===== src/rtl/riscv_mem_access.sv =====
`default_nettype none
// ============================================================================
// Module   : riscv_mem_access
// Purpose  : RV32 load/store controller for a word-wide BRAM; sub-word stores
//            use read-modify-write. Optional macro RISCV_MEM_ACCESS_ALIGN_CHECK_EN
//            turns misaligned halfword/word accesses into error responses.
// Revision : 1.0 - initial release
// ============================================================================
module riscv_mem_access #(
  parameter int WORD_LENGTH = 32,
  parameter int ADDR_LENGTH = 14
) (
  input  logic                   clk,
  input  logic                   rst,
  input  logic                   req_valid,
  output logic                   req_ready,
  input  logic                   req_we,
  input  logic [2:0]             req_funct3,
  input  logic [31:0]            req_addr,
  input  logic [WORD_LENGTH-1:0] req_wdata,
  output logic                   resp_valid,
  output logic [WORD_LENGTH-1:0] resp_rdata,
  output logic                   resp_err,
  output logic                   mem_write_en,
  output logic [ADDR_LENGTH-1:0] mem_waddr,
  output logic [WORD_LENGTH-1:0] mem_wdata,
  output logic [ADDR_LENGTH-1:0] mem_raddr,
  input  logic [WORD_LENGTH-1:0] mem_dout
);

  typedef enum logic [1:0] {
    S_IDLE   = 2'd0,
    S_ACCESS = 2'd1,
    S_WRITE  = 2'd2,
    S_RESP   = 2'd3
  } state_t;

  state_t                 r_state;
  state_t                 w_next;
  logic                   r_we;
  logic [2:0]             r_funct3;
  logic [1:0]             r_off;
  logic [ADDR_LENGTH-1:0] r_addr;
  logic [WORD_LENGTH-1:0] r_wdata;
  logic [WORD_LENGTH-1:0] r_merge;
  logic [WORD_LENGTH-1:0] r_rdata;
  logic                   r_err;

  logic                   w_illegal;
  logic                   w_misaligned;
  logic                   w_reject;
  logic                   w_is_sw;
  logic [7:0]             w_byte;
  logic [15:0]            w_half;
  logic [WORD_LENGTH-1:0] w_load;
  logic [WORD_LENGTH-1:0] w_merge;
  logic                   w_unused_addr;

  // High address bits are dropped on purpose: accesses wrap modulo BRAM size.
  assign w_unused_addr = ^req_addr[31:ADDR_LENGTH+2];

  assign w_illegal = req_we ? (req_funct3 > 3'd2)
                            : ((req_funct3 == 3'd3) || (req_funct3[2:1] == 2'b11));

`ifdef RISCV_MEM_ACCESS_ALIGN_CHECK_EN
  assign w_misaligned = ((req_funct3[1:0] == 2'b01) && req_addr[0]) ||
                        ((req_funct3[1:0] == 2'b10) && (req_addr[1:0] != 2'b00));
`else
  assign w_misaligned = 1'b0;
`endif

  assign w_reject = w_illegal | w_misaligned;
  assign w_is_sw  = r_we && (r_funct3[1:0] == 2'b10);

  // Lane extraction for loads; halfwords key off bit 1 only.
  always_comb begin
    w_byte = 8'h00;
    case (r_off)
      2'd0:    w_byte = mem_dout[7:0];
      2'd1:    w_byte = mem_dout[15:8];
      2'd2:    w_byte = mem_dout[23:16];
      default: w_byte = mem_dout[31:24];
    endcase
    w_half = r_off[1] ? mem_dout[31:16] : mem_dout[15:0];
    case (r_funct3)
      3'd0:    w_load = {{24{w_byte[7]}}, w_byte};
      3'd1:    w_load = {{16{w_half[15]}}, w_half};
      3'd4:    w_load = {24'h000000, w_byte};
      3'd5:    w_load = {16'h0000, w_half};
      default: w_load = mem_dout;
    endcase
  end

  always_comb begin
    w_merge = mem_dout;
    if (r_funct3[1:0] == 2'b00) begin
      w_merge[{r_off, 3'b000} +: 8] = r_wdata[7:0];
    end else begin
      w_merge[{r_off[1], 4'b0000} +: 16] = r_wdata[15:0];
    end
  end

  always_comb begin
    w_next = r_state;
    case (r_state)
      S_IDLE: begin
        if (req_valid) begin
          w_next = w_reject ? S_RESP : S_ACCESS;
        end
      end
      S_ACCESS: w_next = (r_we && !w_is_sw) ? S_WRITE : S_RESP;
      S_WRITE:  w_next = S_RESP;
      default:  w_next = S_IDLE;
    endcase
  end

  always_ff @(posedge clk) begin
    if (rst) begin
      r_state  <= S_IDLE;
      r_we     <= 1'b0;
      r_funct3 <= 3'd0;
      r_off    <= 2'd0;
      r_addr   <= '0;
      r_wdata  <= '0;
      r_merge  <= '0;
      r_rdata  <= '0;
      r_err    <= 1'b0;
    end else begin
      r_state <= w_next;
      case (r_state)
        S_IDLE: begin
          if (req_valid) begin
            r_we     <= req_we;
            r_funct3 <= req_funct3;
            r_off    <= req_addr[1:0];
            r_addr   <= req_addr[ADDR_LENGTH+1:2];
            r_wdata  <= req_wdata;
            r_err    <= w_reject;
            r_rdata  <= '0;
          end
        end
        S_ACCESS: begin
          if (!r_we) begin
            r_rdata <= w_load;
          end else begin
            r_merge <= w_merge;
          end
        end
        default: ;
      endcase
    end
  end

  assign req_ready  = (r_state == S_IDLE);
  assign resp_valid = (r_state == S_RESP);
  assign resp_rdata = r_rdata;
  assign resp_err   = r_err;
  assign mem_raddr  = r_addr;
  assign mem_waddr  = r_addr;

  // Gating with rst lets a reset landing mid-request cancel the pending write.
  assign mem_write_en = !rst && (((r_state == S_ACCESS) && w_is_sw) || (r_state == S_WRITE));
  assign mem_wdata    = (r_state == S_WRITE)             ? r_merge :
                        ((r_state == S_ACCESS) && r_we)  ? r_wdata : '0;

endmodule
`default_nettype wire


===== config.mk =====
export PLATFORM = sky130hd
export DESIGN_NAME = riscv_mem_access
export DESIGN_NICKNAME = d
export VERILOG_FILES = /design/src/rtl/riscv_mem_access.sv
export SDC_FILE = /design/constraint.sdc
export NUM_CORES = 1
export LEC_CHECK = 0
export ABC_AREA = 1
export CORE_MARGIN = 1.5
export CORE_UTILIZATION = 44
export DETAILED_ROUTE_END_ITERATION = 10
export PLACE_DENSITY = 0.76
export SYNTH_ARGS = -nofsm -noshare
export SYNTH_HDL_FRONTEND = slang
export SYNTH_SLANG_ARGS = --single-unit
export TNS_END_PERCENT = 1

===== constraint.sdc =====
create_clock -name clk -period 6.5 [get_ports clk]
set_clock_uncertainty 0.15 [all_clocks]
set_input_delay 1.3 -clock clk [delete_from_list [all_inputs] [get_ports clk]]
set_output_delay 1.3 -clock clk [all_outputs]
set_load 0.01 [all_outputs]

# == Word level (Yosys, flattened, before mapping) ==
# Index checks and enable logic that the tools add are counted.
# totals
register_bits,119
latchBits,0
ramBits,0
mem_bits_ro,0
in_bits,103
output_inout_bits,96
memories,0
# classes
n_addsub,2
mul,0
div_mod_pow,0
magnitude_cmp,1
n_eq_ne,13
shifts,4
mux,16
n_bitwise,0
reduce_logical,17
# ops
op,count
32-bit two-way mux,5
32-bit case mux with 4 select lines,1
32-bit bitwise mux,2
32-bit case mux with 2 select lines,1
"16-bit by 7-bit variable shift with 32-bit output, first input constant",1
"8-bit by 7-bit variable shift with 32-bit output, first input constant",1
16-bit by 7-bit indexed part select with 32-bit output,1
8-bit by 7-bit indexed part select with 32-bit output,1
8-bit case mux with 3 select lines,1
16-bit two-way mux,1
5-bit negation with 7-bit output,2
"2-bit == test, second input constant",5
"3-bit == test, second input constant",2
2-bit zero test,3
2-bit case mux with 3 select lines,1
1-bit logical AND,5
"2-bit by 1-bit == test with 1-bit output, second input constant",2
2-bit two-way mux,2
"2-bit != test, second input constant",2
2-bit AND reduction,2
"3-bit by 1-bit == test with 1-bit output, second input constant",1
"3-bit by 2-bit == test with 1-bit output, second input constant",1
"3-bit by 2-bit > comparator with 1-bit output, second input constant",1
3-bit zero test,1
other kinds (5),8

# == Longest topological paths before layout ==
# depth
word_depth,6
depth_mapped,13

# == Least setup slack after synthesis ==
# Ideal clock, no wire load.
# synth_path
path_type,input to output
from,in rst
to,out mem_write_en
arrival_ns,1.954
slack_ns,3.096
cell_stages,3
path_buffers,2
cell_sequence,clkbuf_1 > clkbuf_1 > a21oi_1
# synth_via
elab_chain_cells,2
# synth_rtl
item,line_no,text
start: declaration,14,"input logic rst,"
1-bit zero test,162,assign mem_write_en = !rst && (((r_state == S_ACCESS) && w_is_sw) || (r_state == S_WRITE));
1-bit logical AND,162,
end: declaration,24,"output logic mem_write_en,"
# No other way between the ends.

# == Worst setup path in the final report ==
# layout_path
from,reg r_state[0]
to,out mem_write_en
# layout_via
elab_chain_cells,4
word_cells_on_any_way,5
classes_between,2 x eq/ne; 3 x reduce/logical
# layout_rtl
item,line_no,text
start: declaration,38,state_t r_state;
start signal: assignment,129,r_state <= w_next;
2-bit by 1-bit == test with 1-bit output,162,
1-bit logical AND,162,
1-bit logical OR (*),162,
1-bit logical AND (*),162,
# Mark *: on every way between the ends. The rest lies on a longest branch, timed or not.

==> impl_metrics.json <==
{
  "period_needed_ns": 4.682,
  "dieWidth_um": 123.9,
  "cp.buffers_inverters": 4,
  "cts_root_buf": "clkbuf_16",
  "dieArea_um2": 15340,
  "drtIter0Drc": 925,
  "status": "finished, final reports clean",
  "fmax_ghz": 0.2136,
  "cp_top_family": "buffers and inverters",
  "layout_common_cells": "nand2_1 (215), clkdlybuf4s50_1 (182), a21oi_1 (123), dfxtp_1 (118), o21ai_0 (116)",
  "start_kind": "register",
  "peakVddDrop_uv": 321.3,
  "ys_seq_area_share_pct": 37.06,
  "cts_resized": 0,
  "power_density_nw_per_um2": 382.6,
  "cp-end-kind": "output pin",
  "wl_um": 21480,
  "p_leak_uw": 0.003293,
  "synth_nets": 1104,
  "final_util_pct": 61.96,
  "fin_setup_tns_ns": 0,
  "vias": 7346,
  "grt_max_degree": 71,
  "yosys_register_bits": 119,
  "clockBufferDepth": 2,
  "ioPinCount": 199,
  "cts_hold_buf": 0,
  "die_y_um": 123.9,
  "hold_path_class": "register to register",
  "timing.rr.start": "r_off[1]",
  "hold_violations": 0,
  "dp.cells": 1274,
  "initial_core_util_pct": 45.60,
  "grt_pass1_vias": 6600,
  "cts_sinks": 119,
  "holdWs_ns": 0.3143,
  "remaining_drc_errors": 0,
  "post-cts-setup-buffers": 0,
  "path_cells": "inv_1, ha_1, buf_4, clkinv_1, a21oi_1, clkdlybuf4s50_1",
  "grt_util_all_layers_pct": 28.29,
  "path_max_fanout": 41,
  "setup_viol": 0,
  "drtPass1Iterations": 6,
  "syn_inst": 992,
  "antenna_found_initial": 0,
  "syn_area_um2": 6427,
  "area_growth_pct": 35.88,
  "worstMarginPinSlew_ns": 1.090,
  "path_class": "register to output pin",
  "hold_start": "resp_rdata[3]",
  "h-tree-depth": 4,
  "clkTransAtPathRegs_ns": 0.05,
  "synth.yosys.warnings": 0,
  "viasPerCell": 5.629,
  "timing.final.crit_share_pct": 72.03,
  "hold_path_depth": 2,
  "gp_congestion": 0.9190,
  "reg2reg_depth": 9,
  "rsz0062_at_grt": "no",
  "worst_path_max_delay_cell": "clkinv_1",
  "startpoint": "r_state[0]",
  "cts_tree": "done",
  "clock_latency_ns": 0.43,
  "antenna-diode-count": 0,
  "slew_headroom_pct": 27.22,
  "core_um2": 14100,
  "drtAntennaViolNets": 0,
  "grt_overflow_total": 0,
  "maxCapViolCount": 0,
  "grt_pass1_wl_um": 33460,
  "syn_area_per_cell_um2": 6.479,
  "crit_cells": 6,
  "mostFrequentLayoutCell": "nand2_1",
  "drive_gt1_share_pct": 5.333,
  "portBuffers": 182,
  "slew_viol_final": 0,
  "arrival_ns": 3.23,
  "fin_cells": 1305,
  "rows": 43,
  "post-dp-hpwl_um": 14470,
  "nets": 1225,
  "pre_cts_ws_ns": 2.324,
  "required_ns": 5.05,
  "setup_slack_ns": 1.818,
  "num-fill-cells": 1354,
  "max_stage_delay_ns": 0.76,
  "numCtsBuffers": 17,
  "wire_per_inst_um": 16.46,
  "synth.distinct_cells": 25
}
## tightest hold or removal path: cells and delay by family (launching register included)
family | cells | cell delay [ns]
flops | 1 | 0.30
compound gates | 1 | 0.05
simple gates | 1 | 0.06
## worst paths after layout
| check | end | slack (ns) |
|---|---|---|
| hold reg to reg | resp_rdata[3] | 0.31 |
| hold / removal | resp_rdata[3] | 0.31 |
| setup / recovery | mem_write_en | 1.82 |
| setup reg to reg | resp_rdata[4] | 3.13 |
## flip-flops by register name (all words and copies together) (netlist names)
signal	count
r_state	2
r_merge	32
mem_raddr	14
resp_rdata	32
r_off	2
r_funct3	3
r_wdata	32
r_we	1
resp_err	1
## power breakdown
group          switching (uW)  internal (uW)  leakage (uW)
Clock                     349            606      0.000280
Combinational             864            513       0.00204
Sequential                126            883      0.000973
Total                    1340           2000       0.00329
## Yosys cell counts
cell type  instances  share of area [%]
o21ai_0          116                9.0
nor2_1            92                5.4
clkinv_1           4               0.23
a21oi_1          123                9.6
nand2_1          216                 13
nand2_2            2               0.19
nor2_4             1               0.18
clkbuf_1          57                3.3
ha_1               9                1.8
nand3_1           58                4.5
nor2_2             2               0.19
buf_4             14                1.6
o31ai_1            8               0.93
nand3_2            2               0.31
a31oi_1            8               0.78
o211ai_1          14                1.6
buf_1              8               0.47
o22ai_1           16                1.6
buf_6              1               0.18
buf_2              8               0.62
nor3_1            10               0.78
dfxtp_1          119                 37
inv_2             12               0.70
inv_1             42                2.5
o21ai_1           50                3.9
## metal layers
layer | GRT usage, % | routed length (um) | share of wire [%]
met3 | 7.326 | 1789 | 8.3
met5 | 0 | 0 | 0
met1 | 36.39 | 8944 | 42
met2 | 43.89 | 9835 | 46
met4 | 14.08 | 914 | 4.3
## cell type report
cell class | instances | area (um^2) | area share, %
clock inverters | 13 | 156.4 | 1.791
multi-input cells | 727 | 3430 | 39.27
flip-flops and latches | 119 | 2384 | 27.29
clock buffers | 18 | 439.2 | 5.029
well taps | 180 | 225.2 | 2.579
inverters | 58 | 217.7 | 2.493
repair buffers | 190 | 1882 | 21.55
## through the flow
stage / total power, uW / cell area (um^2)
floorplan: 1929 / 6427
global placement: 2351 / 8138
detailed placement: 2369 / 8138
CTS: 3332 / 8733
global route: 3563 / 8733
finish: 3342 / 8733
## cells by family after synthesis
kind of cell / count (synthesis) / share of synthesized area [%]
adder cells (fa/ha/maj): 9 / 1.752
flip-flops: 119 / 37.06
AND/OR/NAND/NOR: 383 / 24.16
buffers and inverters: 146 / 9.616
AO/OA/AOI/OAI: 335 / 27.41
Note: power is estimated with default switching activity, not from simulation.
